==> config.mk <==
export PLATFORM = sky130hd
export DESIGN_NAME = ps2_host_tx
export DESIGN_NICKNAME = d
export VERILOG_FILES = /design/src/rtl/ps2_host_tx.sv
export SDC_FILE = /design/constraint.sdc
export NUM_CORES = 1
export LEC_CHECK = 0
export CELL_PAD_IN_SITES_DETAIL_PLACEMENT = 2
export CELL_PAD_IN_SITES_GLOBAL_PLACEMENT = 2
export CORE_MARGIN = 2
export CORE_UTILIZATION = 40
export CTS_CLUSTER_SIZE = 10
export DETAILED_ROUTE_END_ITERATION = 12
export PLACE_DENSITY = 0.94
export SYNTH_ARGS = -nofsm -noshare
export SYNTH_HDL_FRONTEND = slang
export SYNTH_SLANG_ARGS = --single-unit
==> constraint.sdc <==
create_clock -name clk -period 5.3 [get_ports clk]
set_input_delay 0.53 -clock clk [delete_from_list [all_inputs] [get_ports clk]]
set_output_delay 0.53 -clock clk [all_outputs]
set_load 0.01 [all_outputs]
==> src/rtl/ps2_host_tx.sv <==
// ps2_host_tx: sends one command byte from the host to a PS/2 device over open-drain clock/data enables.
// Build option: define PS2_TX_FILTER_EN to insert an 8-sample glitch filter on the synchronised PS/2 clock.
module ps2_host_tx #(
  parameter int unsigned INHIBIT_CYCLES       = 5000,
  parameter int unsigned START_TIMEOUT_CYCLES = 750000,
  parameter int unsigned XFER_TIMEOUT_CYCLES  = 100000
) (
  input  logic       clk,
  input  logic       reset,
  input  logic [7:0] tx_data,
  input  logic       tx_valid,
  output logic       tx_ready,
  input  logic       ps2_clk_in,
  input  logic       ps2_data_in,
  output logic       ps2_clk_oe,
  output logic       ps2_data_oe,
  output logic       busy,
  output logic       tx_done,
  output logic       tx_error,
  output logic [1:0] err_code
);

  localparam int unsigned MAX_AB = (INHIBIT_CYCLES > START_TIMEOUT_CYCLES) ? INHIBIT_CYCLES : START_TIMEOUT_CYCLES;
  localparam int unsigned MAX_C  = (MAX_AB > XFER_TIMEOUT_CYCLES) ? MAX_AB : XFER_TIMEOUT_CYCLES;
  localparam int unsigned CW     = $clog2(MAX_C + 1);

  localparam logic [CW-1:0] INH_LAST   = CW'(INHIBIT_CYCLES - 1);
  localparam logic [CW-1:0] START_LAST = CW'(START_TIMEOUT_CYCLES - 1);
  localparam logic [CW-1:0] XFER_LAST  = CW'(XFER_TIMEOUT_CYCLES - 1);
  localparam logic [CW-1:0] CNT_MAX    = '1;

  localparam logic [1:0] ERR_START = 2'b01;
  localparam logic [1:0] ERR_XFER  = 2'b10;
  localparam logic [1:0] ERR_NACK  = 2'b11;

  typedef enum logic [2:0] {
    S_IDLE,
    S_INHIBIT,
    S_RTS,
    S_WAIT_START,
    S_SEND,
    S_STOP,
    S_ACK,
    S_WAIT_IDLE
  } state_t;

  logic r_clk_s1, r_clk_s2, r_data_s1, r_data_s2, r_clk_prev;
  logic w_sync_clk, w_fall;

  always_ff @(posedge clk or negedge reset) begin
    if (!reset) begin
      r_clk_s1  <= '1;
      r_clk_s2  <= '1;
      r_data_s1 <= '1;
      r_data_s2 <= '1;
    end else begin
      r_clk_s1  <= ps2_clk_in;
      r_clk_s2  <= r_clk_s1;
      r_data_s1 <= ps2_data_in;
      r_data_s2 <= r_data_s1;
    end
  end

`ifdef PS2_TX_FILTER_EN
  logic       r_clk_filt;
  logic [2:0] r_filt_cnt;

  // Filtered clock flips only on the 8th consecutive sample that disagrees with it.
  always_ff @(posedge clk or negedge reset) begin
    if (!reset) begin
      r_clk_filt <= '1;
      r_filt_cnt <= '0;
    end else if (r_clk_s2 == r_clk_filt) begin
      r_filt_cnt <= '0;
    end else if (r_filt_cnt == 3'd7) begin
      r_clk_filt <= r_clk_s2;
      r_filt_cnt <= '0;
    end else begin
      r_filt_cnt <= r_filt_cnt + 3'd1;
    end
  end

  assign w_sync_clk = r_clk_filt;
`else
  assign w_sync_clk = r_clk_s2;
`endif

  always_ff @(posedge clk or negedge reset) begin
    if (!reset) r_clk_prev <= '1;
    else        r_clk_prev <= w_sync_clk;
  end

  assign w_fall = r_clk_prev & ~w_sync_clk;

  state_t        r_state, w_state_nxt;
  logic [CW-1:0] r_cnt, w_cnt_nxt;
  logic [7:0]    r_byte, w_byte_nxt;
  logic          r_parity, w_parity_nxt;
  logic [3:0]    r_bit_idx, w_bit_nxt;
  logic          r_clk_oe, w_clk_oe_nxt;
  logic          r_data_oe, w_data_oe_nxt;
  logic          r_done, w_done_nxt;
  logic          r_error, w_error_nxt;
  logic [1:0]    r_err_code, w_err_code_nxt;
  logic          w_abort;
  logic [1:0]    w_abort_code;

  always_ff @(posedge clk or negedge reset) begin
    if (!reset) begin
      r_state    <= S_IDLE;
      r_cnt      <= '0;
      r_byte     <= '0;
      r_parity   <= '0;
      r_bit_idx  <= '0;
      r_clk_oe   <= '0;
      r_data_oe  <= '0;
      r_done     <= '0;
      r_error    <= '0;
      r_err_code <= '0;
    end else begin
      r_state    <= w_state_nxt;
      r_cnt      <= w_cnt_nxt;
      r_byte     <= w_byte_nxt;
      r_parity   <= w_parity_nxt;
      r_bit_idx  <= w_bit_nxt;
      r_clk_oe   <= w_clk_oe_nxt;
      r_data_oe  <= w_data_oe_nxt;
      r_done     <= w_done_nxt;
      r_error    <= w_error_nxt;
      r_err_code <= w_err_code_nxt;
    end
  end

  always_comb begin
    w_state_nxt    = r_state;
    w_cnt_nxt      = (r_cnt == CNT_MAX) ? r_cnt : r_cnt + CW'(1);
    w_byte_nxt     = r_byte;
    w_parity_nxt   = r_parity;
    w_bit_nxt      = r_bit_idx;
    w_clk_oe_nxt   = r_clk_oe;
    w_data_oe_nxt  = r_data_oe;
    w_done_nxt     = 1'b0;
    w_error_nxt    = 1'b0;
    w_err_code_nxt = r_err_code;
    w_abort        = 1'b0;
    w_abort_code   = '0;

    unique case (r_state)
      S_IDLE: begin
        w_cnt_nxt     = '0;
        w_clk_oe_nxt  = 1'b0;
        w_data_oe_nxt = 1'b0;
        if (tx_valid) begin
          w_state_nxt  = S_INHIBIT;
          w_byte_nxt   = tx_data;
          w_parity_nxt = ~^tx_data;
          w_clk_oe_nxt = 1'b1;
        end
      end
      S_INHIBIT: begin
        if (r_cnt >= INH_LAST) begin
          w_state_nxt   = S_RTS;
          w_data_oe_nxt = 1'b1;
          w_cnt_nxt     = '0;
        end
      end
      S_RTS: begin
        w_state_nxt  = S_WAIT_START;
        w_clk_oe_nxt = 1'b0;
        w_cnt_nxt    = '0;
      end
      S_WAIT_START: begin
        // The counter is reused from here on as the whole-transfer timeout.
        if (w_fall) begin
          w_state_nxt   = S_SEND;
          w_data_oe_nxt = ~r_byte[0];
          w_bit_nxt     = 4'd1;
          w_cnt_nxt     = '0;
        end else if (r_cnt >= START_LAST) begin
          w_abort      = 1'b1;
          w_abort_code = ERR_START;
        end
      end
      S_SEND: begin
        if (r_cnt >= XFER_LAST) begin
          w_abort      = 1'b1;
          w_abort_code = ERR_XFER;
        end else if (w_fall) begin
          if (r_bit_idx == 4'd8) begin
            w_data_oe_nxt = ~r_parity;
            w_state_nxt   = S_STOP;
          end else begin
            w_data_oe_nxt = ~r_byte[r_bit_idx[2:0]];
            w_bit_nxt     = r_bit_idx + 4'd1;
          end
        end
      end
      S_STOP: begin
        if (r_cnt >= XFER_LAST) begin
          w_abort      = 1'b1;
          w_abort_code = ERR_XFER;
        end else if (w_fall) begin
          w_data_oe_nxt = 1'b0;
          w_state_nxt   = S_ACK;
        end
      end
      S_ACK: begin
        if (r_cnt >= XFER_LAST) begin
          w_abort      = 1'b1;
          w_abort_code = ERR_XFER;
        end else if (w_fall) begin
          if (r_data_s2) begin
            w_abort      = 1'b1;
            w_abort_code = ERR_NACK;
          end else begin
            w_state_nxt = S_WAIT_IDLE;
          end
        end
      end
      S_WAIT_IDLE: begin
        if (r_cnt >= XFER_LAST) begin
          w_abort      = 1'b1;
          w_abort_code = ERR_XFER;
        end else if (w_sync_clk && r_data_s2) begin
          w_done_nxt  = 1'b1;
          w_state_nxt = S_IDLE;
        end
      end
      default: begin
        w_state_nxt   = S_IDLE;
        w_clk_oe_nxt  = 1'b0;
        w_data_oe_nxt = 1'b0;
      end
    endcase

    if (w_abort) begin
      w_state_nxt    = S_IDLE;
      w_clk_oe_nxt   = 1'b0;
      w_data_oe_nxt  = 1'b0;
      w_error_nxt    = 1'b1;
      w_err_code_nxt = w_abort_code;
    end
  end

  assign tx_ready    = (r_state == S_IDLE);
  assign busy        = (r_state != S_IDLE);
  assign ps2_clk_oe  = r_clk_oe;
  assign ps2_data_oe = r_data_oe;
  assign tx_done     = r_done;
  assign tx_error    = r_error;
  assign err_code    = r_err_code;

endmodule

# ---- After elaboration in Yosys (flattened, before gate mapping)
# Cells that the tools add are included.
dict set report op_classes {
  add_sub_neg 2
  order_cmp 4
  n_eq_ne 26
  muxes 56
  n_bitwise 5
  reduce_logical 13
}
# cell n
set ops {}
lappend ops {{$mux W20} 3}
lappend ops {{$pmux W20 S3} 1}
lappend ops {{$mux W3} 14}
lappend ops {{$ne A3 B3 Y1 const B} 12}
lappend ops {{$pmux W3 S8} 1}
lappend ops {{$mux W1} 23}
lappend ops {{$add A20 B1 Y20 const B} 1}
lappend ops {{$eq A20 B20 Y1 const B} 1}
lappend ops {{$ge A20 B13 Y1 const B} 1}
lappend ops {{$ge A20 B17 Y1 const B} 1}
lappend ops {{$ge A20 B20 Y1 const B} 1}
lappend ops {{$mux W4} 4}
lappend ops {{$reduce_and A13 Y1} 1}
lappend ops {{$eq A3 B3 Y1 const B} 4}
lappend ops {{$mux W2} 4}
lappend ops {{$ne A2 B2 Y1 const B} 4}
lappend ops {{$pmux W4 S2} 1}
lappend ops {{$reduce_xnor A8 Y1} 1}
lappend ops {{$reduce_and A7 Y1} 1}
lappend ops {{$eq A3 B2 Y1 const B} 2}
lappend ops {{$pmux W2 S3} 1}
lappend ops {{$reduce_bool A3 Y1} 2}
lappend ops {{$reduce_bool A6 Y1} 1}
lappend ops {{$pmux W1 S5} 1}
lappend ops {{other kinds (17)} 20}
dict set report totals {
  ff_bits 47
  in_bits 13
  word_cells 121
}

# ---- Depth between registers and ports, before layout
dict set report depth {
  word_depth 8
  ltp_mapped 8
  mapped_depth_nobuf 8
}

# ---- Worst setup path before layout
# No wires, ideal clock.
dict set report synth_path {
  path_type {reg2reg}
  from {register r_bit_idx[0]}
  to {register r_state[1]}
  setup_ps 78
  arrival_ps 1969
  path_slack_ps 3253
  path_stages_with_launch 9
  n_path_buf 0
  synth_period_minus_slack_ps 2047
  cell_sequence {dfrtp_1 inv_1 ha_1 and3b_1 o21ai_0 a211o_1 nand2_1 or4b_2 a21boi_1}
}
dict set report synth_via {
  elab_chain_cells 3
}
# item line
set synth_lines {}
lappend synth_lines {{start, declared} 99} ;# logic [3:0] r_bit_idx, w_bit_nxt;
lappend synth_lines {{start signal, assigned} 125} ;# r_bit_idx <= w_bit_nxt;
lappend synth_lines {{$eq A4 B4 Y1} 189} ;# if (r_bit_idx == 4'd8) begin
lappend synth_lines {{$ne A3 B3 Y1 (no source line)} -}
lappend synth_lines {{$reduce_and A13 Y1 (no source line)} -}
lappend synth_lines {{end signal, assigned} 121} ;# r_state <= w_state_nxt;
lappend synth_lines {{end, declared} 95} ;# state_t r_state, w_state_nxt;
# No other way between the ends.
# A chain may end at the register's enable or synchronous reset.

# ---- Final worst setup path
dict set report layout_path {
  from {register r_state[2]}
  to {output tx_ready}
}
dict set report layout_via {
  elab_chain_cells 1
}
# item line
set layout_lines {}
lappend layout_lines {{$logic_not A3 Y1} 245} ;# assign tx_ready = (r_state == S_IDLE);
lappend layout_lines {{end, declared} 12} ;# output logic tx_ready,
# No other way between the ends.

==> impl_metrics.csv <==
group,metric,value,unit
run_status,status,"finished, final reports clean",
clocking,cts_num_sinks,47,
place,numPortBuffers,20,
worst_setup_path,critPathCaptureType,"output pin",
sta,min_period_over_period,0.5152,
pwr,p_leak,1.222,nW
sta,min_period,2.731,ns
sta,skew,0.007127,ns
global_route,grt_busiest_layer,"met2",
detailed_routing,via_count,2218,
final_layout,register_area,1182,um2
sta,tightest_slew,1.122,ns
floorplan,rows,29,
detailed_routing,wl_per_cell,22.64,um
global_route,grt_use_met1,0.3329,
final_layout,multi_input_area,1383,um2
clocking,cts_setup_buffers,0,
logic_synthesis,synth_nets,287,
sta,layout_setup_ws,2.569,ns
logic_synthesis,synthTopCellsByArea,"dfrtp_1 (39%), dfstp_2 (4.9%), xor2_1 (3.9%), mux2_2 (3.8%), nand3_1 (3.7%)",
logic_synthesis,synth.most_common_cell,"dfrtp_1",
clocking,clkSlewWorstSetupHoldPaths,0.09,ns
pwr,ir_drop,0.0001784,V
place,gp_congestion,0.7607,
detailed_routing,avgViaCountPerCell,6.161,
pwr,power-per-cell-area,420.3,nW/um2
sta,relSlewSlack,0.2522,
logic_synthesis,synth_area_per_cell,9.876,um2
final_layout,drive_gt1_frac,0.1484,
floorplan,dieHeight,85.80,um
final_layout,fill_cells,676,
logic_synthesis,ys_seq_area_frac,0.4418,
logic_synthesis,synth_ff_type,"dfrtp_1",
final_layout,layout.nets,298,
detailed_routing,drc,0,
floorplan,die_w,85.80,um
sta,setup_violations,0,
logic_synthesis,syn_inst,271,
floorplan,initial_core_util,0.4167,
clocking,cts_buffers,5,
floorplan,core,6422,um2
clocking,cts_buffer_depth,2,
place,dpl.hpwl,5440,um
global_route,grt_use_total,0.2385,
clocking,cts_tree,"built",
worst_setup_path,arrival,2.20,ns
logic_synthesis,synthTopCellsByCount,"dfrtp_1 (42), nor2_1 (26), nand2_1 (25)",
logic_synthesis,synth-seq-cells,47,
logic_synthesis,yosysWarnings,0,
global_route,use_met2,0.3707,
logic_synthesis,synth_edf_count,0,
global_route,gr-usage-met3,0.03465,
sta,hold_violations,0,
flow_run,drv_cap,0,
logic_synthesis,synth_area_leader_cell,"dfrtp_1",
final_layout,area_growth_syn_to_layout,11.59,%
detailed_routing,wl,8152,um
clocking,cts_root_buf,"clkbuf_8",
logic_synthesis,syn_area,2676,um2
sta,rsz0062_at_grt,"no",
sta,maxSlewViolCount,0,
logic_synthesis,ys_types,57,
clocking,cts_hold_buf,0,
place,place_ws,2.820,ns
sta,max_freq,0.3662,GHz
clocking,ctsResizeCount,0,
final_layout,diodes,0,
worst_setup_path,start_kind,"flip-flop",
detailed_routing,drt_iter0_markers,170,
global_route,grt_pass1_vias,2367,
global_route,grt_max_degree,48,
worst_setup_path,critPathRequiredTime,4.77,ns
place,dp_cells,352,
global_route,grt_pass1_wl,13470,um
sta,setup_tns,0,ns
final_layout,final_cells,360,
logic_synthesis,synth.top_cell.area_share,0.3927,
hold_path,hold_class,"flip-flop to flip-flop",
floorplan,ioPinCount,21,
global_route,antenna_found_initial,0,
detailed_routing,dr.pass1.iters,4,
clocking,htree_levels,2,
clocking,clock_latency,0.31,ns
logic_synthesis,ys_async_sr_fraction,1.000,
global_route,gr-total-overflow,0,
worst_setup_path,cp_max_fo,26,
worst_setup_path,setup.worst_path.class,"flip-flop to output pin",
detailed_routing,final_antenna_net_count,0,
floorplan,dieArea,7361,um2
per-layer routing:
layer	up-vias	part of all wire
met3	18	0.034
li1	993	-
met2	56	0.49
met1	1151	0.45
met5	-	0
met4	0	0.029
final cells by class:
type | instances | area share
Clock buffer | 8 | 0.03351
Tap cell | 77 | 0.03226
Multi-Input combinational cell | 201 | 0.4629
Inverter | 6 | 0.007541
Sequential cell | 47 | 0.3959
Timing Repair Buffer | 21 | 0.06787
state kept, by name, summed over array words and instances, names as in the netlist, 2 cells and up:
signal     flops
r_bit_idx      4
r_state        3
err_code       2
r_cnt         20
r_byte         8
cell usage in the layout, fill, tap and decap left out, drive strengths merged, types with 2 or more instances in the layout:
cell type,count
a21oi,9
mux2,9
nand2,25
and3b,2
o21ai,10
mux4,2
nor2,27
nor3b,2
a31oi,6
or3,3
and3,6
nand3,20
ha,3
xnor2,8
o211ai,5
clkbuf,8
xor2,12
nor2b,2
nand4,6
inv,6
nor3,11
clkdlybuf4s50,19
mux2i,3
buf,2
dfrtp,42
dfstp,5
a211oi,5
nor4,3
and4,2
per-stage QoR:
| stage | cell area (um2) | hold slack (ns) | power, W | util |
|---|---|---|---|---|
| 2_1_floorplan | 2676 | 0.2344 | 0.0008421 | - |
| 3_3_place_gp | 2887 | 0.3460 | 0.0009531 | 0.4494 |
| 3_5_place_dp | 2887 | 0.3496 | 0.001006 | 0.4494 |
| 4_1_cts | 2987 | 0.3629 | 0.001267 | 0.4650 |
| 5_1_grt | 2987 | 0.3641 | 0.001334 | 0.4650 |
| 6_report | 2987 | 0.3574 | 0.001255 | 0.4650 |
kinds of logic (layout without fill, tap and decap cells):
group / count (synthesis) / in the layout / share of synthesized area
compound gates: 46 / 46 / 0.1239
fa+ha+maj: 3 / 3 / 0.01403
buf+inv: 23 / 35 / 0.04161
xor+xnor: 20 / 20 / 0.06545
flops: 47 / 47 / 0.4418
simple gates: 118 / 118 / 0.2473
mux: 14 / 14 / 0.06592
report_power, final:
group	internal, W	total (W)	switching, W
sequential	0.000442	0.000568	0.000127
combinational	0.000209	0.000441	0.000232
clock	0.000119	0.000246	0.000127
total	0.000770	0.00126	0.000486
critical path: stages (launching register included):
cell             delay [ns]
dfrtp_1                0.73
or3_1                  0.54
inv_1                  0.09
clkdlybuf4s50_1        0.53
final timing paths:
| path | from | end | slack (ns) | cells after the start |
|---|---|---|---|---|
| max | r_state[2]$_DFFE_PN0P_ | tx_ready | 2.57 | 3 |
| min | r_clk_s1$_DFF_PN1_ | r_clk_s2$_DFF_PN1_ | 0.36 | 0 |
| max reg2reg | r_cnt[0]$_DFF_PN0_ | r_cnt[13]$_DFF_PN0_ | 2.75 | 7 |
| min reg2reg | r_clk_s1$_DFF_PN1_ | r_clk_s2$_DFF_PN1_ | 0.36 | 0 |
| max in group asynchronous | reset | r_cnt[8]$_DFF_PN0_ | 4.17 | 1 |
| min in group asynchronous | reset | r_cnt[5]$_DFF_PN0_ | 0.41 | 1 |
(Power assumes the default switching activity.)
